==> config.mk <==
export PLATFORM = sky130hd
export DESIGN_NAME = cnn_run_ctrl
export DESIGN_NICKNAME = d
export VERILOG_FILES = /design/src/rtl/cnn_ctrl_pkg.sv /design/src/rtl/cnn_run_timer.sv /design/src/rtl/cnn_run_ctrl.sv
export SDC_FILE = /design/constraint.sdc
export NUM_CORES = 1
export LEC_CHECK = 0
export ABC_AREA = 1
export CAP_MARGIN = 20
export CORE_MARGIN = 2
export CORE_UTILIZATION = 45
export CTS_CLUSTER_SIZE = 12
export DETAILED_ROUTE_END_ITERATION = 8
export GPL_TIMING_DRIVEN = 0
export PLACE_DENSITY = 0.81
export REMOVE_ABC_BUFFERS = 1
export SLEW_MARGIN = 20
export SYNTH_ARGS = -nofsm -noshare
export SYNTH_HDL_FRONTEND = slang
export SYNTH_HIERARCHICAL = 1
export SYNTH_SLANG_ARGS = --single-unit
==> constraint.sdc <==
create_clock -name clk -period 3.6 [get_ports clk]
set_input_delay 1.08 -clock clk [delete_from_list [all_inputs] [get_ports clk]]
set_output_delay 1.08 -clock clk [all_outputs]
set_load 0.05 [all_outputs]
==> src/rtl/cnn_ctrl_pkg.sv <==
// rtl/cnn_ctrl_pkg.sv - shared state type and default widths for the cnn run controller
package cnn_ctrl_pkg;

   localparam int DEF_ADDR_W = 10;
   localparam int DEF_DATA_W = 72;
   localparam int DEF_RES_W  = 8;
   localparam int DEF_TO_W   = 16;

   typedef enum logic [1:0] {
      IDLE,
      LOAD,
      START,
      RUN
   } ctrl_state_e;

endpackage

==> src/rtl/cnn_run_timer.sv <==
// rtl/cnn_run_timer.sv - RUN-phase watchdog counter for cnn_run_ctrl
// expired is raised in the cycle the count steps onto all-ones.
module cnn_run_timer #(
   parameter int TO_W = 16
) (
   input  logic clk,
   input  logic rst_n,
   input  logic clear,
   input  logic en,
   output logic expired
);

   localparam logic [TO_W-1:0] TERM = {{(TO_W-1){1'b1}}, 1'b0};

   logic [TO_W-1:0] cnt_q;

   always_ff @(posedge clk or negedge rst_n) begin
      if (!rst_n) begin
         cnt_q <= '0;
      end else if (clear) begin
         cnt_q <= '0;
      end else if (en) begin
         cnt_q <= cnt_q + 1'b1;
      end
   end

   assign expired = en && (cnt_q == TERM);

endmodule

==> src/rtl/cnn_run_ctrl.sv <==
// rtl/cnn_run_ctrl.sv - weight load / start / result capture sequencer for the cnn core
// Optional RUN watchdog enabled by defining CNN_RUN_CTRL_TIMEOUT_EN.
module cnn_run_ctrl
   import cnn_ctrl_pkg::*;
#(
   parameter int ADDR_W = DEF_ADDR_W,
   parameter int DATA_W = DEF_DATA_W,
   parameter int RES_W  = DEF_RES_W,
   parameter int TO_W   = DEF_TO_W
) (
   input  logic              clk,
   input  logic              rst_n,
   input  logic              cfg_start,
   input  logic              cfg_abort,
   input  logic [ADDR_W-1:0] cfg_num_words,
   input  logic              wt_valid,
   output logic              wt_ready,
   input  logic [DATA_W-1:0] wt_data,
   output logic              write_en,
   output logic [ADDR_W-1:0] addr_w,
   output logic [DATA_W-1:0] data_w,
   output logic              sta,
   input  logic              valid_o,
   input  logic [RES_W-1:0]  data1_i,
   input  logic [RES_W-1:0]  data2_i,
   output logic [RES_W-1:0]  data1_out,
   output logic [RES_W-1:0]  data2_out,
   output logic              busy,
   output logic              done,
   output logic              timeout_err
);

   ctrl_state_e       state_q, state_d;
   logic [ADDR_W-1:0] num_q;
   logic [ADDR_W-1:0] cnt_q;
   logic              start_acc;
   logic              wt_hs;
   logic              capture;
   logic              timer_expired;

   assign wt_ready = (state_q == LOAD) && (cnt_q < num_q);
   assign busy     = (state_q != IDLE);

   // Abort outranks everything, so no handshake, capture or start is taken with it.
   always_comb begin
      state_d   = state_q;
      start_acc = 1'b0;
      wt_hs     = 1'b0;
      capture   = 1'b0;
      if (cfg_abort) begin
         state_d = IDLE;
      end else begin
         case (state_q)
            IDLE: begin
               if (cfg_start) begin
                  start_acc = 1'b1;
                  state_d   = (cfg_num_words == '0) ? START : LOAD;
               end
            end
            LOAD: begin
               if (wt_valid && wt_ready) begin
                  wt_hs = 1'b1;
                  if (cnt_q == num_q - 1'b1) state_d = START;
               end
            end
            START: state_d = RUN;
            RUN: begin
               if (valid_o) begin
                  capture = 1'b1;
                  state_d = IDLE;
               end else if (timer_expired) begin
                  state_d = IDLE;
               end
            end
            default: state_d = IDLE;
         endcase
      end
   end

   always_ff @(posedge clk or negedge rst_n) begin
      if (!rst_n) begin
         state_q   <= IDLE;
         num_q     <= '0;
         cnt_q     <= '0;
         write_en  <= 1'b0;
         addr_w    <= '0;
         data_w    <= '0;
         sta       <= 1'b0;
         done      <= 1'b0;
         data1_out <= '0;
         data2_out <= '0;
      end else begin
         state_q  <= state_d;
         write_en <= wt_hs;
         sta      <= (state_d == START);
         done     <= capture;
         if (start_acc) begin
            num_q <= cfg_num_words;
            cnt_q <= '0;
         end
         if (wt_hs) begin
            addr_w <= cnt_q;
            data_w <= wt_data;
            cnt_q  <= cnt_q + 1'b1;
         end
         if (capture) begin
            data1_out <= data1_i;
            data2_out <= data2_i;
         end
      end
   end

`ifdef CNN_RUN_CTRL_TIMEOUT_EN
   logic timeout_err_q;

   cnn_run_timer #(
      .TO_W(TO_W)
   ) u_run_timer (
      .clk    (clk),
      .rst_n  (rst_n),
      .clear  (state_q != RUN),
      .en     (state_q == RUN),
      .expired(timer_expired)
   );

   always_ff @(posedge clk or negedge rst_n) begin
      if (!rst_n) begin
         timeout_err_q <= 1'b0;
      end else if (start_acc) begin
         timeout_err_q <= 1'b0;
      end else if ((state_q == RUN) && !cfg_abort && !valid_o && timer_expired) begin
         timeout_err_q <= 1'b1;
      end
   end

   assign timeout_err = timeout_err_q;
`else
   logic [TO_W-1:0] to_unused;

   assign to_unused     = '0;
   assign timer_expired = 1'b0;
   assign timeout_err   = 1'b0;
`endif

endmodule

Yosys cells after proc, flatten, opt, wreduce, memory -nomap -nowiden
Cells that the tools add are included.

Flip-flop bits (word level): 123. Input port bits: 104. Output and inout bits: 104. Logic and storage cells: 42.

Add/sub/neg operators: 2. Magnitude comparators: 1. Equality and inequality tests: 5. Multiplexer cells: 18. Reduce and logical (&&, ||, !) cells: 6.

Operator list (count): $mux 10 (2); $mux 2 (6); $add 10x1->10 const B (1); $eq 10x10->1 (1); $logic_not 10->1 (1); $lt 10x10->1 (1); $sub 10x1->10 const B (1); $mux 1 (9); $pmux 2 s4 (1); $eq 2x2->1 const B (3); $reduce_bool 2->1 (2); $eq 2x1->1 const B (1); $logic_and 1x1->1 (2); $logic_not 2->1 (1).

Longest topological paths before layout
Depth after elaboration: 7. Mapped depth: 15. Depth with buffers taken out: 14.

Worst setup path before layout
OpenSTA, ideal clock, no wires.

Path kind: register -> output. Start point: reg num_q[3]. End point: out wt_ready. Data arrival time: 1773 ps. Data required time: 2520 ps. Slack: 747 ps. Cell stages (with the launch flop): 11. Path buffers: 1. Path through: dfrtp_1 > buf_6 > inv_1 > ha_1 > nand2_1 > nand2_1 > nand2_1 > nand2_1 > nand2_1 > nand3_1 > nor2_1.

Cells in the longest elaborated chain, start to end: 2.

RTL lines: start: declaration (line cnn_run_ctrl.sv:34) `logic [ADDR_W-1:0] num_q;`; start signal: assignment (line cnn_run_ctrl.sv:98) `num_q <= cfg_num_words;`; $lt 10x10->1 (line cnn_run_ctrl.sv:41) `assign wt_ready = (state_q == LOAD) && (cnt_q < num_q);`; $logic_and 1x1->1 (line cnn_run_ctrl.sv:41); end: declaration (line cnn_run_ctrl.sv:17) `output logic wt_ready,`.

No other way between the ends.

Worst setup path after layout
Same ends and word-level chain as after synthesis.

==> results.ini <==
[logic_synthesis]
yosysMostFrequentCell = nand2_1
netlist_area_mm2 = 0.00548
synth_area_leader_cell = dfrtp_1
ys_types = 31
synth_top_area_share_pct = 56.2
ys_seq_elements = 123
yosys_most_used_dff = dfrtp_1
ys_seq_area_share_pct = 56.2
syn_avg_cell_area_um2 = 8.31
yosys_warnings = 6
syn_inst = 659
synth_common_cells = 329 x nand2_1, 123 x dfrtp_1, 46 x inv_1
synth-edff-count = 0
synth_area_leaders = dfrtp_1 56%, nand2_1 23%, inv_1 3.2%, ha_1 2.7%, nand3_1 2.4%
ys_async_sr_fraction_pct = 100

[detailed_routing]
drtIter0Drc = 264
route.detailed.drc = 0
vias = 4895
vias_per_cell = 4.79
antenna_left = 0
drt-pass1-iter-count = 4
wl_per_cell_um = 13.8
routed_wirelength_mm = 14.1

[global_route]
grt_pass1_vias = 4800
grt_pass1_wl_mm = 22.8
grt_max_degree = 82
grtUsageTotal_pct = 22.5
grt_overflow = 0
antenna_found_initial = 0

[power]
power_uw = 5210
vdd_drop_max_mv = 0.442
power.density_mw_per_mm2 = 636
p_switching_uw = 1820
p_sw_share_pct = 35.0
seq_power_share_pct = 33.6
comb_power_share_pct = 32.6
clkPwrFrac_pct = 33.8
leakage_uw = 0.00408
p_int_uw = 3390

[final_layout]
multi_input_area_mm2 = 0.00203
regArea_mm2 = 0.00308
fillerInstances = 927
layout.cells.non_filler = 1022
syn_to_final_growth_pct = 49.7
fin_area_mm2 = 0.00820
fin_nets = 978
num_antenna_cells = 0
drive_above_1_share_pct = 4.69

[worst_setup_path]
crit_slowest_cell = dfrtp_1
worst-path-stages = 10
critical_path.max_fanout = 8
r2r_slack_ps = 500
crit-reg2reg-launch = num_q[3]
critPathMostFrequentCell = nand2_1
path_cells = inv_1 -> ha_1 -> nand2_1 -> nand2_1 -> nand2_1 -> nand2_1 -> nand2_1 -> nand3_1 -> nor2_1 -> clkbuf_2
cp-end-kind = output pin
cp-start-kind = register
crit_family = simple AND/OR/NAND/NOR gates
crit_path_start = num_q[3]
r2r-end = addr_w[0]
cpPeakStageDelay_ps = 490
critPathBufInv = 2
critPathKind = register to output pin
crit_end = wt_ready
critPathRequiredTime_ps = 2520
arrival_ps = 2130
reg2reg_depth = 14

[clock_network]
htreeDepth = 4
clock_latency_ps = 410
cts_buffers = 17
cts.sinks = 123
cts_tree = built
post_cts.repair.setup_buffers = 0
clockRootBuffer = clkbuf_16
clk_pin_slew_ps = 50
hold_buffers = 0
clock_path_buffers = 2

[min_path]
min-delay-path-class = register to register

[placement]
postPlaceCellArea_mm2 = 0.00759
dp.cells = 990
numPortBuffers = 206
place_congestion = 0.850
dp_hpwl_mm = 9.69

[die]
die_area_mm2 = 0.0131
fp-row-count = 40
die_w_um = 114
core-area_mm2 = 0.0120
ios = 208
start_util_pct = 45.8
die_h_um = 114

[timing]
rsz0062_at_grt = false
slew_viol_final = 0
period_share_pct = 89.2
finalSetupViolations = 0
worst_pin_slew_ps = 719
fmax_mhz = 311
skew_ps = 7.79
finalCriticalPeriod_ps = 3210
finalHoldViolCount = 0
slew-limit-headroom_pct = 51.9

[outcome]
run_status = finished clean

[job]
drv_cap = 0

-- layout by cell type (no fill, tap or decap) --
cell / Yosys / routed
dfrtp_1: 123 / 123
nand3_1: 26 / 26
o21ai_1: 6 / 6
nand2_1: 329 / 329
nand4_1: 1 / 1
clkbuf_8: 0 / 2
buf_16: 0 / 2
and2_4: 1 / 1
buf_6: 9 / 1
clkbuf_16: 0 / 17
o22ai_1: 3 / 3
or2_2: 1 / 1
clkinv_2: 1 / 4
inv_1: 46 / 46
a21o_1: 1 / 1
nand2_4: 0 / 1
conb_1: 1 / 1
a21oi_1: 9 / 9
bufinv_16: 0 / 4
nor2_1: 30 / 30
clkinv_4: 0 / 1
nor3_2: 1 / 1
o21ai_0: 23 / 23
inv_2: 1 / 1
clkdlybuf4s50_1: 0 / 204
clkbuf_2: 0 / 1
o21bai_1: 1 / 1
and2_1: 1 / 1
ha_1: 12 / 12
clkbuf_1: 3 / 5
nor2_2: 4 / 4
o21a_1: 1 / 1
nand3b_1: 1 / 1
xor2_1: 4 / 4
xnor2_1: 3 / 3
nor3_1: 4 / 4
-- power groups by stage --
stage | registers, uW | logic, uW | clock network [uW]
CTS | 1750 | 1720 | 1800
global route | 1780 | 1800 | 1870
finish | 1750 | 1700 | 1760
global placement | 1760 | 1680 | 0
floorplan | 2480 | 312 | 0
detailed placement | 1760 | 1710 | 0
-- worst min-delay path by stage --
stage	start	endpoint	cells past startpoint
finish	data1_out[7]	data1_out[7]	2
global route	data2_out[3]	data2_out[3]	2
CTS	data2_out[3]	data2_out[3]	2
detailed placement	data1_out[4]	data1_out[4]	2
global placement	data2_out[5]	data2_out[5]	2
floorplan	num_q[9]	num_q[9]	2
-- repair_timing --
item                       4_1_cts  5_1_grt
setup endpoints to repair        1        1
resized for setup                1        2
pin swaps                        0        0
-- state kept, by name, summed over array words and instances, names as in the netlist --
register   count
addr_w        10
cnt_q         10
data1_out      8
data2_out      8
data_w        72
done           1
num_q         10
sta            1
state_q        2
write_en       1
-- kinds of logic after synthesis --
logic type / count (synthesis) / share of synthesized area, %
flip-flops: 123 / 56.2
AO/OA/AOI/OAI: 44 / 4.23
buffers and inverters: 72 / 6.88
adder cells (fa/ha/maj): 12 / 2.74
AND/OR/NAND/NOR: 400 / 28.7
other: 1 / 0.0685
XOR/XNOR: 7 / 1.12
-- metal layers --
metal / part of all wire [%] / GRT usage [%] / up-vias
met4: 2.5 / 9.27 / 0
met3: 7.8 / 8.15 / 31
li1: - / - / 2435
met2: 50 / 37.6 / 175
met1: 39 / 26.2 / 2254
met5: 0 / 0 / -
-- worst register-to-register path, cell delays in order, from the launching register on --
cell and delay [ps]:
dfrtp_1 490, inv_1 120, ha_1 320, nand2_1 70
nand2_1 50, nand2_1 50, nand2_1 50, nand2_1 60
nand3_1 110, nor3_2 230, nand2_4 310, buf_16 320
clkinv_4 470, nand2_1 180, o21a_1 150
-- metrics by stage --
stage,worst slack (ps),setup TNS [ps],hold slack [ps],utilization (%)
after floorplan,154,0,530,-
after global placement,-3360,-527060,453,62.9
after detailed placement,127,0,461,63.5
after CTS,104,0,471,68.6
after global routing,128,0,488,68.5
final,388,0,469,68.5
-- area by class of cell --
type | count | area share (%)
timing repair buffer | 208 | 25.8
inverter | 48 | 2.26
clock buffer | 24 | 5.75
sequential | 123 | 37.5
tap | 147 | 2.24
multi-input combinational | 464 | 24.7
clock inverter | 8 | 1.71
(Power assumes the default switching activity.)
